## src/rtl/rf_pkg.sv

```systemverilog
// Shared register-file types and the default geometry used by the core.
package rf_pkg;

  localparam int unsigned RF_WIDTH    = 32;
  localparam int unsigned RF_DEPTH    = 32;
  localparam int unsigned RF_ZERO_REG = 1;
  localparam int unsigned RF_AW       = $clog2(RF_DEPTH);

  typedef logic [RF_AW-1:0]    rf_idx_t;
  typedef logic [RF_WIDTH-1:0] rf_data_t;

endpackage

```

## src/rtl/rf_scoreboard.sv

```systemverilog
// Busy-bit scoreboard: tracks registers with a pending write so issue logic can detect RAW hazards.
module rf_scoreboard
  import rf_pkg::*;
#(
  parameter int unsigned DEPTH    = RF_DEPTH,
  parameter int unsigned NUM_RD   = 2,
  parameter int unsigned NUM_WR   = 1,
  parameter int unsigned ZERO_REG = RF_ZERO_REG,
  localparam int unsigned AW      = $clog2(DEPTH)
) (
  input  logic                          clk,
  input  logic                          rst,
  input  logic [NUM_RD-1:0][AW-1:0]     rd_idx,
  output logic [NUM_RD-1:0]             rd_busy,
  input  logic [NUM_WR-1:0]             wr_en,
  input  logic [NUM_WR-1:0][AW-1:0]     wr_idx,
  input  logic [NUM_WR-1:0]             wr_clr,
  input  logic                          rsv_en,
  input  logic [AW-1:0]                 rsv_idx,
  input  logic                          flush
);

  logic [DEPTH-1:0] busy;
  logic [DEPTH-1:0] busy_nxt;
  logic [DEPTH-1:0] clr_vec;

  // Clears applied first so a same-cycle reservation overrides them; flush overrides everything.
  always_comb begin
    clr_vec = '0;
    for (int unsigned w = 0; w < NUM_WR; w++) begin
      if (wr_en[w] && wr_clr[w]) clr_vec[wr_idx[w]] = 1'b1;
    end
    busy_nxt = busy & ~clr_vec;
    if (rsv_en) busy_nxt[rsv_idx] = 1'b1;
    if (flush) busy_nxt = '0;
    if (ZERO_REG != 0) busy_nxt[0] = 1'b0;
  end

  always_ff @(posedge clk or negedge rst) begin
    if (!rst) busy <= '0;
    else      busy <= busy_nxt;
  end

  // A clearing write retires the hazard in the same cycle its data is bypassed.
  always_comb begin
    rd_busy = '0;
    for (int unsigned r = 0; r < NUM_RD; r++) begin
      rd_busy[r] = busy[rd_idx[r]] & ~clr_vec[rd_idx[r]];
    end
  end

endmodule

```

## src/rtl/regfile_mp.sv

```systemverilog
// Multi-port register file with write-through bypass, optional zero register and busy scoreboard.
module regfile_mp
  import rf_pkg::*;
#(
  parameter int unsigned WIDTH    = RF_WIDTH,
  parameter int unsigned DEPTH    = RF_DEPTH,
  parameter int unsigned NUM_RD   = 2,
  parameter int unsigned NUM_WR   = 1,
  parameter int unsigned ZERO_REG = RF_ZERO_REG,
  localparam int unsigned AW      = $clog2(DEPTH)
) (
  input  logic                          clk,
  input  logic                          rst,
  input  logic [NUM_RD-1:0][AW-1:0]     rd_idx,
  output logic [NUM_RD-1:0][WIDTH-1:0]  rd_data,
  output logic [NUM_RD-1:0]             rd_busy,
  input  logic [NUM_WR-1:0]             wr_en,
  input  logic [NUM_WR-1:0][AW-1:0]     wr_idx,
  input  logic [NUM_WR-1:0][WIDTH-1:0]  wr_data,
  input  logic [NUM_WR-1:0]             wr_clr,
  input  logic                          rsv_en,
  input  logic [AW-1:0]                 rsv_idx,
  input  logic                          flush
);

  logic [DEPTH-1:0][WIDTH-1:0] mem;

  // Ascending port order: the last non-blocking write wins, giving the highest port priority.
  always_ff @(posedge clk or negedge rst) begin
    if (!rst) begin
      mem <= '0;
    end else begin
      for (int unsigned w = 0; w < NUM_WR; w++) begin
        if (wr_en[w] && !(ZERO_REG != 0 && wr_idx[w] == '0)) mem[wr_idx[w]] <= wr_data[w];
      end
    end
  end

  // Outputs are forced to zero while reset is held, even against an in-flight write bypass.
  always_comb begin
    rd_data = '0;
    for (int unsigned r = 0; r < NUM_RD; r++) begin
      rd_data[r] = mem[rd_idx[r]];
      for (int unsigned w = 0; w < NUM_WR; w++) begin
        if (wr_en[w] && wr_idx[w] == rd_idx[r]) rd_data[r] = wr_data[w];
      end
      if (!rst || (ZERO_REG != 0 && rd_idx[r] == '0)) rd_data[r] = '0;
    end
  end

  rf_scoreboard #(
    .DEPTH    (DEPTH),
    .NUM_RD   (NUM_RD),
    .NUM_WR   (NUM_WR),
    .ZERO_REG (ZERO_REG)
  ) u_scoreboard (
    .clk     (clk),
    .rst     (rst),
    .rd_idx  (rd_idx),
    .rd_busy (rd_busy),
    .wr_en   (wr_en),
    .wr_idx  (wr_idx),
    .wr_clr  (wr_clr),
    .rsv_en  (rsv_en),
    .rsv_idx (rsv_idx),
    .flush   (flush)
  );

endmodule

```

## config.mk

```make
export PLATFORM = sky130hd
export DESIGN_NAME = regfile_mp
export DESIGN_NICKNAME = d
export VERILOG_FILES = /design/src/rtl/rf_pkg.sv /design/src/rtl/rf_scoreboard.sv /design/src/rtl/regfile_mp.sv
export SDC_FILE = /design/constraint.sdc
export NUM_CORES = 2
export LEC_CHECK = 0
export CELL_PAD_IN_SITES_DETAIL_PLACEMENT = 0
export CELL_PAD_IN_SITES_GLOBAL_PLACEMENT = 2
export CORE_ASPECT_RATIO = 0.8
export CORE_UTILIZATION = 45
export CTS_BUF_LIST = sky130_fd_sc_hd__clkbuf_16
export CTS_CLUSTER_DIAMETER = 100
export DETAILED_ROUTE_END_ITERATION = 6
export HOLD_SLACK_MARGIN = 0.06
export PLACE_DENSITY_LB_ADDON = 0.1
export SYNTH_ARGS = -nofsm -noshare
export SYNTH_HDL_FRONTEND = slang
export SYNTH_HIERARCHICAL = 1
export SYNTH_SLANG_ARGS = --single-unit
```

## constraint.sdc

```tcl
create_clock -name clk -period 6.79 [get_ports clk]
set_input_delay 2.037 -clock clk [delete_from_list [all_inputs] [get_ports clk]]
set_output_delay 2.037 -clock clk [all_outputs]
set_load 0.05 [all_outputs]
```

==> results <==
- The flow ran to the end, and the final reports show no timing, DRC or antenna violations.
- The post-synthesis xor/xnor area fraction is less than 1%.
- In this run, distinct cell masters in the synthesized netlist total 60.
- The logic depth of the worst register-to-register path is 1.
- Clock tree synthesis selected as its root buffer the cell sky130_fd_sc_hd__clkbuf_16.
- The number of failing hold endpoints at the final stage is 0.
- The worst hold path begins at mem[17].
- The tightest min-delay check is of the reg -> reg type.
- Yosys instantiated no cell more often than sky130_fd_sc_hd__dfrtp_1.
- Adding up every negative setup slack in the final design gives 0 ns.
- The static leakage is 28.18 nW.
- The vertical die dimension is 319.9 µm.
- The routability-driven placement congestion ratio is 0.8345.
- Of the post-synthesis cell area, the part taken by muxes is between 30% and 40%.
- The floorplan step defined a die boundary enclosing around 130000 µm².
- Headroom to the max-slew limit came out at 12.07%.
- The DRC violations left is 0.
- Summing the sequential cell areas from Yosys gives between 40 and 50% of the chip area.
- Summed over its instances, the top area cell type makes up around 46% of the synthesized netlist area.
- The end of the worst register-to-register path is mem[796].
- The number of max-slew violations in the final report was 0.
- IR analysis of the VDD net gives a maximum drop of between 0.0002 and 0.0003 V.
- Among all flip-flop cells after synthesis, the most frequent one is sky130_fd_sc_hd__dfrtp_1.
- The first global-routing pass estimated around 300 mm of wire.
- After detailed routing, the average wire length per cell comes to roughly 36 µm.
- By area, the combinational part of the netlist is dominated by multiplexers.
- The setup slack of the most critical reg-to-reg path is between 5 and 6 ns.
- The summed instance area of the synthesized netlist is roughly 57000 µm².
- The final setup violation count is 0.
- When the netlist entered floorplanning its net count stood at slightly above 4000.
- The iteration count of the initial detailed-routing pass is 5.
- Global routing finished with a remaining overflow of 0.
- The worst path arrival time is between 4 and 5 ns.
- The largest net degree at the start of global routing is around 180.
- The adder and majority cell fraction of the synthesized area is 0%.
- Hold repair after CTS inserted 0 buffers.
- The count of cells in the finished layout, fillers not included, comes to just under 6000.
- The area after detailed placement is between 60000 and 70000 µm².
- Row generation in the floorplan step produced 116 rows.
- The synthesized design contains 0 enable-type register cells.
- The overall fraction of global-route tracks in use is roughly a third.
- On the final layout, the worst clock skew is 0 ns.
- The share of the synthesized area in compound gates (AO/OA/AOI/OAI) is around 7.2%.
- Detailed placement ended at an HPWL of about 130 mm.
- The H-tree generated during clock tree synthesis spans 3 levels.
- The setup slack of the critical path after layout is between 0.03 and 0.04 ns.
- Across all layers, the routed design uses 39220 vias.
- STA puts the critical path data required time at 4.75 ns.
- After the first detailed-routing iteration, the DRC count stood at 3687.
- The post-route netlist has a little over two fifths of its cells at a drive strength greater than 1.
- The initial standard-cell utilization of the core is a little under half.
- TritonCTS built the clock tree.
- The post-detailed-route count of antenna-violating nets is 0.
- After clock tree synthesis, the clock-pin slew on the worst setup and hold paths is approximately 0.06 ns.
- In this run the worst path has a maximum fanout of 31.
- The largest individual stage delay along the critical path comes from the cell sky130_fd_sc_hd__clkdlybuf4s50_1.
- By count the netlist is led by 1055 x sky130_fd_sc_hd__dfrtp_1, 931 x sky130_fd_sc_hd__mux2_2, 388 x sky130_fd_sc_hd__mux4_2, 273 x sky130_fd_sc_hd__mux2i_1, 262 x sky130_fd_sc_hd__clkbuf_1.
- The critical path endpoint category is an output port.
- For the pin with the worst max-slew slack, the measured transition is around 1.3 ns.
- sky130_fd_sc_hd__dfrtp_1 takes more of the synthesized area than any other cell.
- The source-to-sink clock delay at the later pin of the worst-skew pair is 0.73 ns.
- The number of global-route vias before repair was just over 40000.
- The startpoint identified for the worst register-to-register timing path is mem[796].
- Subtracting the final worst setup slack from the clock period gives roughly 6.8 ns.
- Yosys printed 6 warnings.
- The async set-reset flop share out of synthesis is 100.0%.
- The area growth from synthesis to layout is 14.35%.
- Synthesis produced around 4100 cells.
- The clock net in this run drives a total of between 1000 and 1500 sinks.
- The overall die width is between 300 and 400 µm.
- The total clock buffers created by CTS is between 100 and 150.
- The post-route clock period utilization is ~99%.
- The hold-critical path depth is 0.
- The initial antenna violation count is 6.
- After detailed placement, the design holds a cell count of ~5600.
- The buffer and inverter count on the worst path is 5.
- The worst hold slack after final layout is about 0.4 ns.
- The critical path goes through clkdlybuf4s50_1, buf_4, xor2_1, nor3_1, buf_4, nor2b_4, buf_12, a32o_1, buf_12.
- The synthesized netlist devotes about 2.6% of its cell area to simple gates.
- Buffers placed on the I/O ports in this run total 123.
- The number of buffers on the longest clock path is 3.
- Dividing total power by cell area gives a power density of roughly 280 nW/µm².
- The via-per-instance ratio is roughly 6.7.
- The number of storage elements in the synthesis netlist is roughly 1100.
- The critical path class is in -> out.
- The number of setup buffers added after CTS is 0.
- STA classifies the critical path startpoint as an input pin.
- The final layout contains 4154 nets.
- The capture endpoint of the worst hold path is mem[17].
- Max-cap violations in this run came to 0.
- The total wirelength of the detailed-routed design is about 210 mm.
- The final design area excluding fillers is approximately 65000 µm².
- The post-route total power is roughly 18 mW.
- The I/O pin total is about 120.
- In the post-synthesis netlist, the biggest area contributors are sky130_fd_sc_hd__dfrtp_1 46%, sky130_fd_sc_hd__mux2_2 18%, sky130_fd_sc_hd__mux4_2 15%.
- The maximum single-stage delay on the critical path is roughly 0.62 ns.
- The average cell area after synthesis is 13.93 µm².
- The cell family contributing the most delay on the critical path is buffers and inverters.
- Setup repair after global routing left no endpoint under its margin.
- The core outline area is roughly 130000 µm².
- The pre-CTS worst setup slack is -0.03663 ns.
- The final core area utilization is ~52%.
- The fmax is 148.1 MHz.
registers in the layout (all words and copies together), names as in the netlist:
register,cells
mem,1024
u_scoreboard/busy,31
repair_timing:
item,in CTS,in global routing
resized for setup,2,0
endpoints found under the setup margin,2,0
endpoints found under the hold margin,0,0
placed cells by master, fill, tap and decap left out, drive strengths merged, types with 70 or more instances in the layout:
cell type  instances
a21oi             70
mux2             992
a22oi             99
nor2             121
nand2            125
o21ai             96
dfrtp           1055
mux4             390
buf              311
clkbuf           118
mux2i            273
worst max-delay path by stage:
stage	start	end	slack (ns)	depth (start not counted)
after detailed placement	rd_idx[3]	rd_data[18]	-0.04	9
after global placement	rd_idx[3]	rd_data[14]	0.02	9
after floorplan	rd_idx[6]	rd_data[62]	0.43	9
after global routing	rd_idx[3]	rd_data[15]	0.01	9
after CTS	rd_idx[3]	rd_data[13]	0.04	9
final	rd_idx[3]	rd_data[15]	0.04	9
power by group:
| part | total [mW] | switching (mW) | internal, mW |
|---|---|---|---|
| logic | 4.08 | 1.85 | 2.23 |
| registers | 8.32 | 0.870 | 7.45 |
| clock network | 6.07 | 2.68 | 3.39 |
final cells by class:
cell class,count,area (µm²)
Tap cell,1652,2067
Antenna cell,2,5.005
Timing Repair Buffer,360,4289
Inverter,5,20.02
Clock buffer,117,2928
Sequential cell,1055,26400
Fill cell,10380,60240
Clock inverter,94,614.3
Multi-Input combinational cell,2561,28690
metal layers:
| metal | share of wire (%) | track usage, % |
|---|---|---|
| met1 | 44 | 48.19 |
| met2 | 45 | 49.56 |
| met3 | 7.9 | 7.357 |
| met4 | 3.6 | 10.96 |
| met5 | 0.030 | 0 |
cells by family (layout without fill, tap and decap cells):
group                  Yosys count  after routing
multiplexers                  1655           1655
flip-flops                    1055           1055
AO/OA/AOI/OAI                  564            564
buffers and inverters          466            576
AND/OR/NAND/NOR                324            324
XOR/XNOR                        18             18
other                            0              2
(Power assumes the default switching activity.)
